$ cat src/rtl/bist_sequencer.sv
// BIST sequencer: seeds and steps an external LFSR, compacts the CUT responses
// into a MISR and compares the final signature against a latched golden value.
module bist_sequencer #(
  parameter int N = 8,
  parameter int W = 8,
  parameter int CNT_W = 16,
  parameter int CUT_LAT = 0,
  parameter logic [W-1:0] MISR_POLY = 8'hB8
) (
  input  logic             clk,
  input  logic             rst,
  input  logic             start,
  input  logic [CNT_W-1:0] pat_count,
  input  logic [N-1:0]     seed_in,
  input  logic [N-1:0]     poly_in,
  input  logic [W-1:0]     golden,
  input  logic [W-1:0]     cut_resp,
  output logic             lfsr_rst,
  output logic             lfsr_en,
  output logic [N-1:0]     lfsr_seed,
  output logic [N-1:0]     lfsr_poly,
  output logic             busy,
  output logic             done,
  output logic             pass,
  output logic [W-1:0]     signature
);

  localparam logic [2:0] IDLE    = 3'd0;
  localparam logic [2:0] SEED    = 3'd1;
  localparam logic [2:0] RUN     = 3'd2;
  localparam logic [2:0] FLUSH   = 3'd3;
  localparam logic [2:0] COMPARE = 3'd4;

  // With no CUT latency the flush phase disappears entirely.
  localparam logic [2:0] AFTER_RUN = (CUT_LAT == 0) ? COMPARE : FLUSH;
  localparam logic [CNT_W-1:0] FLUSH_LAST = CNT_W'((CUT_LAT > 0) ? CUT_LAT - 1 : 0);
  localparam logic [CNT_W-1:0] CNT_ONE = {{(CNT_W-1){1'b0}}, 1'b1};

  logic [2:0]       state;
  logic [2:0]       next_state;
  logic [CNT_W-1:0] cnt;
  logic [CNT_W-1:0] pc_q;
  logic [W-1:0]     golden_q;
  logic [W-1:0]     sig;
  logic             cap;
  logic             launch;

  function automatic logic [W-1:0] misr_next(input logic [W-1:0] s, input logic [W-1:0] r);
    logic [W-1:0] n;
    n[W-1] = s[0] ^ r[W-1];
    for (int i = 0; i < W - 1; i++) begin
      n[i] = (s[0] & MISR_POLY[i]) ^ s[i+1] ^ r[i];
    end
    return n;
  endfunction

  assign launch = (state == IDLE) && start;

  // Next-state decode
  always_comb begin
    next_state = state;
    case (state)
      IDLE: begin
        if (start) next_state = SEED;
        else       next_state = IDLE;
      end
      SEED: begin
        if (pc_q != {CNT_W{1'b0}}) next_state = RUN;
        else                       next_state = AFTER_RUN;
      end
      RUN: begin
        if (cnt == pc_q - CNT_ONE) next_state = AFTER_RUN;
        else                       next_state = RUN;
      end
      FLUSH: begin
        if (cnt == FLUSH_LAST) next_state = COMPARE;
        else                   next_state = FLUSH;
      end
      COMPARE: next_state = IDLE;
      default: next_state = IDLE;
    endcase
  end

  // State register and control outputs registered from the next state
  always_ff @(posedge clk or negedge rst) begin
    if (!rst) begin
      state    <= IDLE;
      lfsr_rst <= 1'b0;
      lfsr_en  <= 1'b0;
      busy     <= 1'b0;
      done     <= 1'b0;
    end else begin
      state    <= next_state;
      lfsr_rst <= (next_state == SEED);
      lfsr_en  <= (next_state == RUN);
      busy     <= (next_state != IDLE);
      done     <= (state == COMPARE);
    end
  end

  // Shared phase counter: pattern index in RUN, latency count in FLUSH
  always_ff @(posedge clk or negedge rst) begin
    if (!rst) begin
      cnt <= {CNT_W{1'b0}};
    end else begin
      case (state)
        RUN, FLUSH: begin
          if (next_state == state) cnt <= cnt + CNT_ONE;
          else                     cnt <= {CNT_W{1'b0}};
        end
        default: cnt <= {CNT_W{1'b0}};
      endcase
    end
  end

  // Test parameters captured on start only
  always_ff @(posedge clk or negedge rst) begin
    if (!rst) begin
      pc_q      <= {CNT_W{1'b0}};
      golden_q  <= {W{1'b0}};
      lfsr_seed <= {N{1'b0}};
      lfsr_poly <= {N{1'b0}};
    end else if (launch) begin
      pc_q      <= pat_count;
      golden_q  <= golden;
      lfsr_seed <= seed_in;
      lfsr_poly <= poly_in;
    end else begin
      pc_q      <= pc_q;
      golden_q  <= golden_q;
      lfsr_seed <= lfsr_seed;
      lfsr_poly <= lfsr_poly;
    end
  end

  // Capture strobe follows lfsr_en by the CUT latency
  generate
    if (CUT_LAT == 0) begin : g_no_lat
      assign cap = lfsr_en;
    end else begin : g_lat
      logic [CUT_LAT-1:0] pipe;
      always_ff @(posedge clk or negedge rst) begin
        if (!rst) begin
          pipe <= {CUT_LAT{1'b0}};
        end else if (state == SEED) begin
          pipe <= {CUT_LAT{1'b0}};
        end else begin
          pipe[0] <= lfsr_en;
          for (int j = 1; j < CUT_LAT; j++) pipe[j] <= pipe[j-1];
        end
      end
      assign cap = pipe[CUT_LAT-1];
    end
  endgenerate

  // MISR compaction
  always_ff @(posedge clk or negedge rst) begin
    if (!rst) begin
      sig <= {W{1'b0}};
    end else if (launch) begin
      sig <= {W{1'b0}};
    end else if (cap) begin
      sig <= misr_next(sig, cut_resp);
    end else begin
      sig <= sig;
    end
  end

  // Result registers, valid alongside done and held until the next start
  always_ff @(posedge clk or negedge rst) begin
    if (!rst) begin
      pass      <= 1'b0;
      signature <= {W{1'b0}};
    end else if (launch) begin
      pass      <= 1'b0;
      signature <= signature;
    end else if (state == COMPARE) begin
      pass      <= (sig == golden_q);
      signature <= sig;
    end else begin
      pass      <= pass;
      signature <= signature;
    end
  end

endmodule
$ cat config.mk
export PLATFORM = sky130hd
export DESIGN_NAME = bist_sequencer
export DESIGN_NICKNAME = d
export VERILOG_FILES = /design/src/rtl/bist_sequencer.sv
export SDC_FILE = /design/constraint.sdc
export NUM_CORES = 1
export LEC_CHECK = 0
export CELL_PAD_IN_SITES_DETAIL_PLACEMENT = 1
export CELL_PAD_IN_SITES_GLOBAL_PLACEMENT = 2
export CORE_MARGIN = 2
export CORE_UTILIZATION = 31
export DETAILED_ROUTE_END_ITERATION = 8
export PLACE_DENSITY = 0.85
export SYNTH_ARGS = -nofsm -noshare
export SYNTH_HDL_FRONTEND = slang
export SYNTH_SLANG_ARGS = --single-unit
export TNS_END_PERCENT = 10
$ cat constraint.sdc
create_clock -name clk -period 2.8 [get_ports clk]
set_input_delay 0.56 -clock clk [delete_from_list [all_inputs] [get_ports clk]]
set_output_delay 0.56 -clock clk [all_outputs]
set_load 0.05 [all_outputs]
==> results.py <==
metrics = {
    "run_status": {
        "status": "finished, final reports clean",
    },
    "floorplanning": {
        "ios": 80,
        "start_util_pct": 31.4,
        "dieWidth_um": 119,
        "die_y_um": 119,
        "core-area_mm2": 0.0131,
        "dieArea_mm2": 0.0142,
        "num_rows": 42,
    },
    "sta": {
        "period_minus_slack_ns": 2.64,
        "slew-limit-headroom_pct": 63.5,
        "setup_tns_ns": 0,
        "slew_violations": 0,
        "fin_skew_ns": 0.00544,
        "worst_hold_slack_ns": 0.175,
        "setup_violations": 0,
        "hold_viol_final": 0,
        "rsz0062_at_grt": "no",
        "tightest_slew_ns": 0.548,
        "min_period_over_period_pct": 94.1,
        "fin_ws_ns": 0.164,
        "fmax_ghz": 0.379,
    },
    "worst_setup_path": {
        "crit_family": "simple AND/OR/NAND/NOR gates",
        "endpoint_kind": "flop",
        "cp_data_arrival_time_ns": 2.89,
        "critical_path.slowest_cell": "or4b_1",
        "critPathMaxFanout": 5,
        "path_buf_inv": 1,
        "startpoint_type": "flop",
        "cp-startpoint": "pc_q[0]",
        "r2r_start": "pc_q[0]",
        "path_class": "reg -> reg",
        "worstPathRequired_ns": 3.06,
        "slowest_delay_ns": 0.51,
        "r2r_cells": 9,
        "regToRegSetupSlack_ns": 0.16,
        "crit_chain": "inv_1 -> ha_1 -> or2b_4 -> nor4_1 -> or3_1 -> a21o_1 -> a211o_1 -> or4b_1 -> o21ai_1",
        "rr_endpoint": "state[2]",
    },
    "pwr": {
        "p_comb_share_pct": 46.0,
        "p_switching_mw": 2.59,
        "swShare_pct": 40.0,
        "ir_drop_mv": 0.474,
        "p_per_area_mw_per_mm2": 1170,
        "power_leakage_nw": 2.26,
        "internal_power_mw": 3.88,
        "power_mw": 6.47,
        "p_seq_share_pct": 32.7,
        "p_clk_share_pct": 21.3,
    },
    "placement": {
        "io_buffers": 79,
        "place_congestion": 0.807,
        "place_ws_ns": 0.111,
        "hpwl_um": 7560,
    },
    "clock_tree": {
        "clock_latency_ns": 0.34,
        "tritoncts": "done",
        "ctsHoldBuffers": 0,
        "clk_pin_slew_worst_paths_ns": 0.06,
        "htreeDepth": 3,
        "cts_sinks": 80,
        "root_buffer": "clkbuf_16",
        "cts_buffer_depth": 2,
        "numCtsBuffers": 9,
    },
    "min_path": {
        "hold_path_class": "in -> async",
    },
    "route": {
        "route.vias.total": 3014,
        "dr.pass1.iters": 4,
        "vias_per_cell": 4.89,
        "wl_per_cell_um": 16.6,
        "drt_wl_total_um": 10200,
        "drt_iter0_markers": 86,
        "drc": 0,
        "ant_nets": 0,
    },
    "job": {
        "maxCapViolations": 0,
    },
    "finish": {
        "area_growth_pct": 34.3,
        "post-route-util_pct": 42.1,
        "layout-drive-gt1-share_pct": 22.0,
        "layout_common_cells": "80 x dfrtp_1, 78 x clkdlybuf4s50_1, 46 x mux2_2",
        "num-nets-final": 489,
        "layout_commonest_cell": "dfrtp_1",
        "insertedDiodeCount": 0,
    },
    "synth": {
        "synth_ff_type": "dfrtp_1",
        "syn-num-nets": 406,
        "avgSynthCellArea_um2": 11.7,
        "ys_seq_area_share_pct": 48.8,
        "synth_seq_cells": 80,
        "synthesis.area_mm2": 0.00411,
        "syn_inst": 352,
        "ys_async_sr_fraction_pct": 100,
        "synth_edf_count": 0,
        "synth_warnings": 0,
        "synth_cell_type_count": 53,
    },
    "global_routing": {
        "grt_max_degree": 50,
        "antenna_found_initial": 0,
        "grt.total_usage_pct": 15.5,
        "first_global_vias": 3422,
        "grt_overflow": 0,
        "grt_pass1_wl_um": 17300,
    },
}
[cell families after synthesis]
group,count (synthesis),synth area share [%]
DFF,80,48.8
xor gates and xnor gates,55,11.7
muxes,49,13.3
adders and majority gates,3,0.914
AOI/OAI and AO/OA,33,5.94
and+or+nand+nor,105,16.1
buffers and inverters,27,3.20
[synthesized netlist by cell type (4+ instances only)]
cell / n / share of area (%)
a211oi_1: 5 / 0.91
and3_1: 6 / 0.91
buf_6: 4 / 1.1
clkbuf_1: 16 / 1.5
dfrtp_1: 80 / 49
inv_1: 6 / 0.55
mux2_2: 46 / 13
nand2_1: 12 / 1.1
nand3_1: 12 / 1.5
nor2_1: 21 / 1.9
nor3_1: 7 / 0.85
nor3_2: 6 / 1.5
nor4_1: 12 / 1.8
nor4_2: 5 / 1.5
o21ai_0: 7 / 0.85
xnor2_1: 34 / 7.3
xor2_1: 21 / 4.5
[routing by layer]
metal  GRT usage (%)  part of all wire, %  up-vias
met5               0                    0        -
met4            4.91                  1.7        0
met3            3.88                  4.0       16
met2            26.8                   51       59
met1            18.9                   43     1527
li1                -                    -     1412
[how the worst max path moves through the flow]
| stage | slack [ns] | cells past startpoint | endpoint |
|---|---|---|---|
| final | 0.16 | 9 | state[2] |
| after global routing | 0.02 | 8 | cnt[10] |
| after CTS | 0.11 | 9 | state[2] |
| after detailed placement | 0.11 | 8 | cnt[9] |
| after global placement | 0.20 | 9 | state[2] |
| after floorplan | 0.19 | 10 | cnt[3] |
[state kept, by name, summed over array words and instances, names as in the netlist, 3 cells and up]
name,count
golden_q,8
pc_q,16
lfsr_poly,8
state,3
lfsr_seed,8
signature,8
cnt,16
sig,8
[power groups by stage]
stage          clock (mW)  sequential [mW]  combinational (mW)
2_1_floorplan           0             2.63                1.52
3_5_place_dp            0             2.14                2.96
5_1_grt              1.47             2.21                3.22
4_1_cts              1.41             2.13                2.98
3_3_place_gp            0             2.12                2.88
6_report             1.38             2.12                2.98
[cell type report]
type	instances	area, um^2
clock buffer	10	239
clock inverter	6	115
fill	1410	7570
inverter	6	22.5
multi-input combinational	245	2000
sequential	80	2000
tap	176	220
timing repair buffer	93	918
[per-stage QoR]
stage          instances  area [um^2]
6_report             616         5510
5_1_grt              616         5510
4_1_cts              616         5500
3_5_place_dp         600         5140
3_3_place_gp         600         5140
2_1_floorplan        352         4110
[what timing repair did]
item	CTS	global route
buffers inserted	0	0
gates resized for setup	0	3
endpoints found under the setup margin	0	17
(Power assumes the default switching activity.)
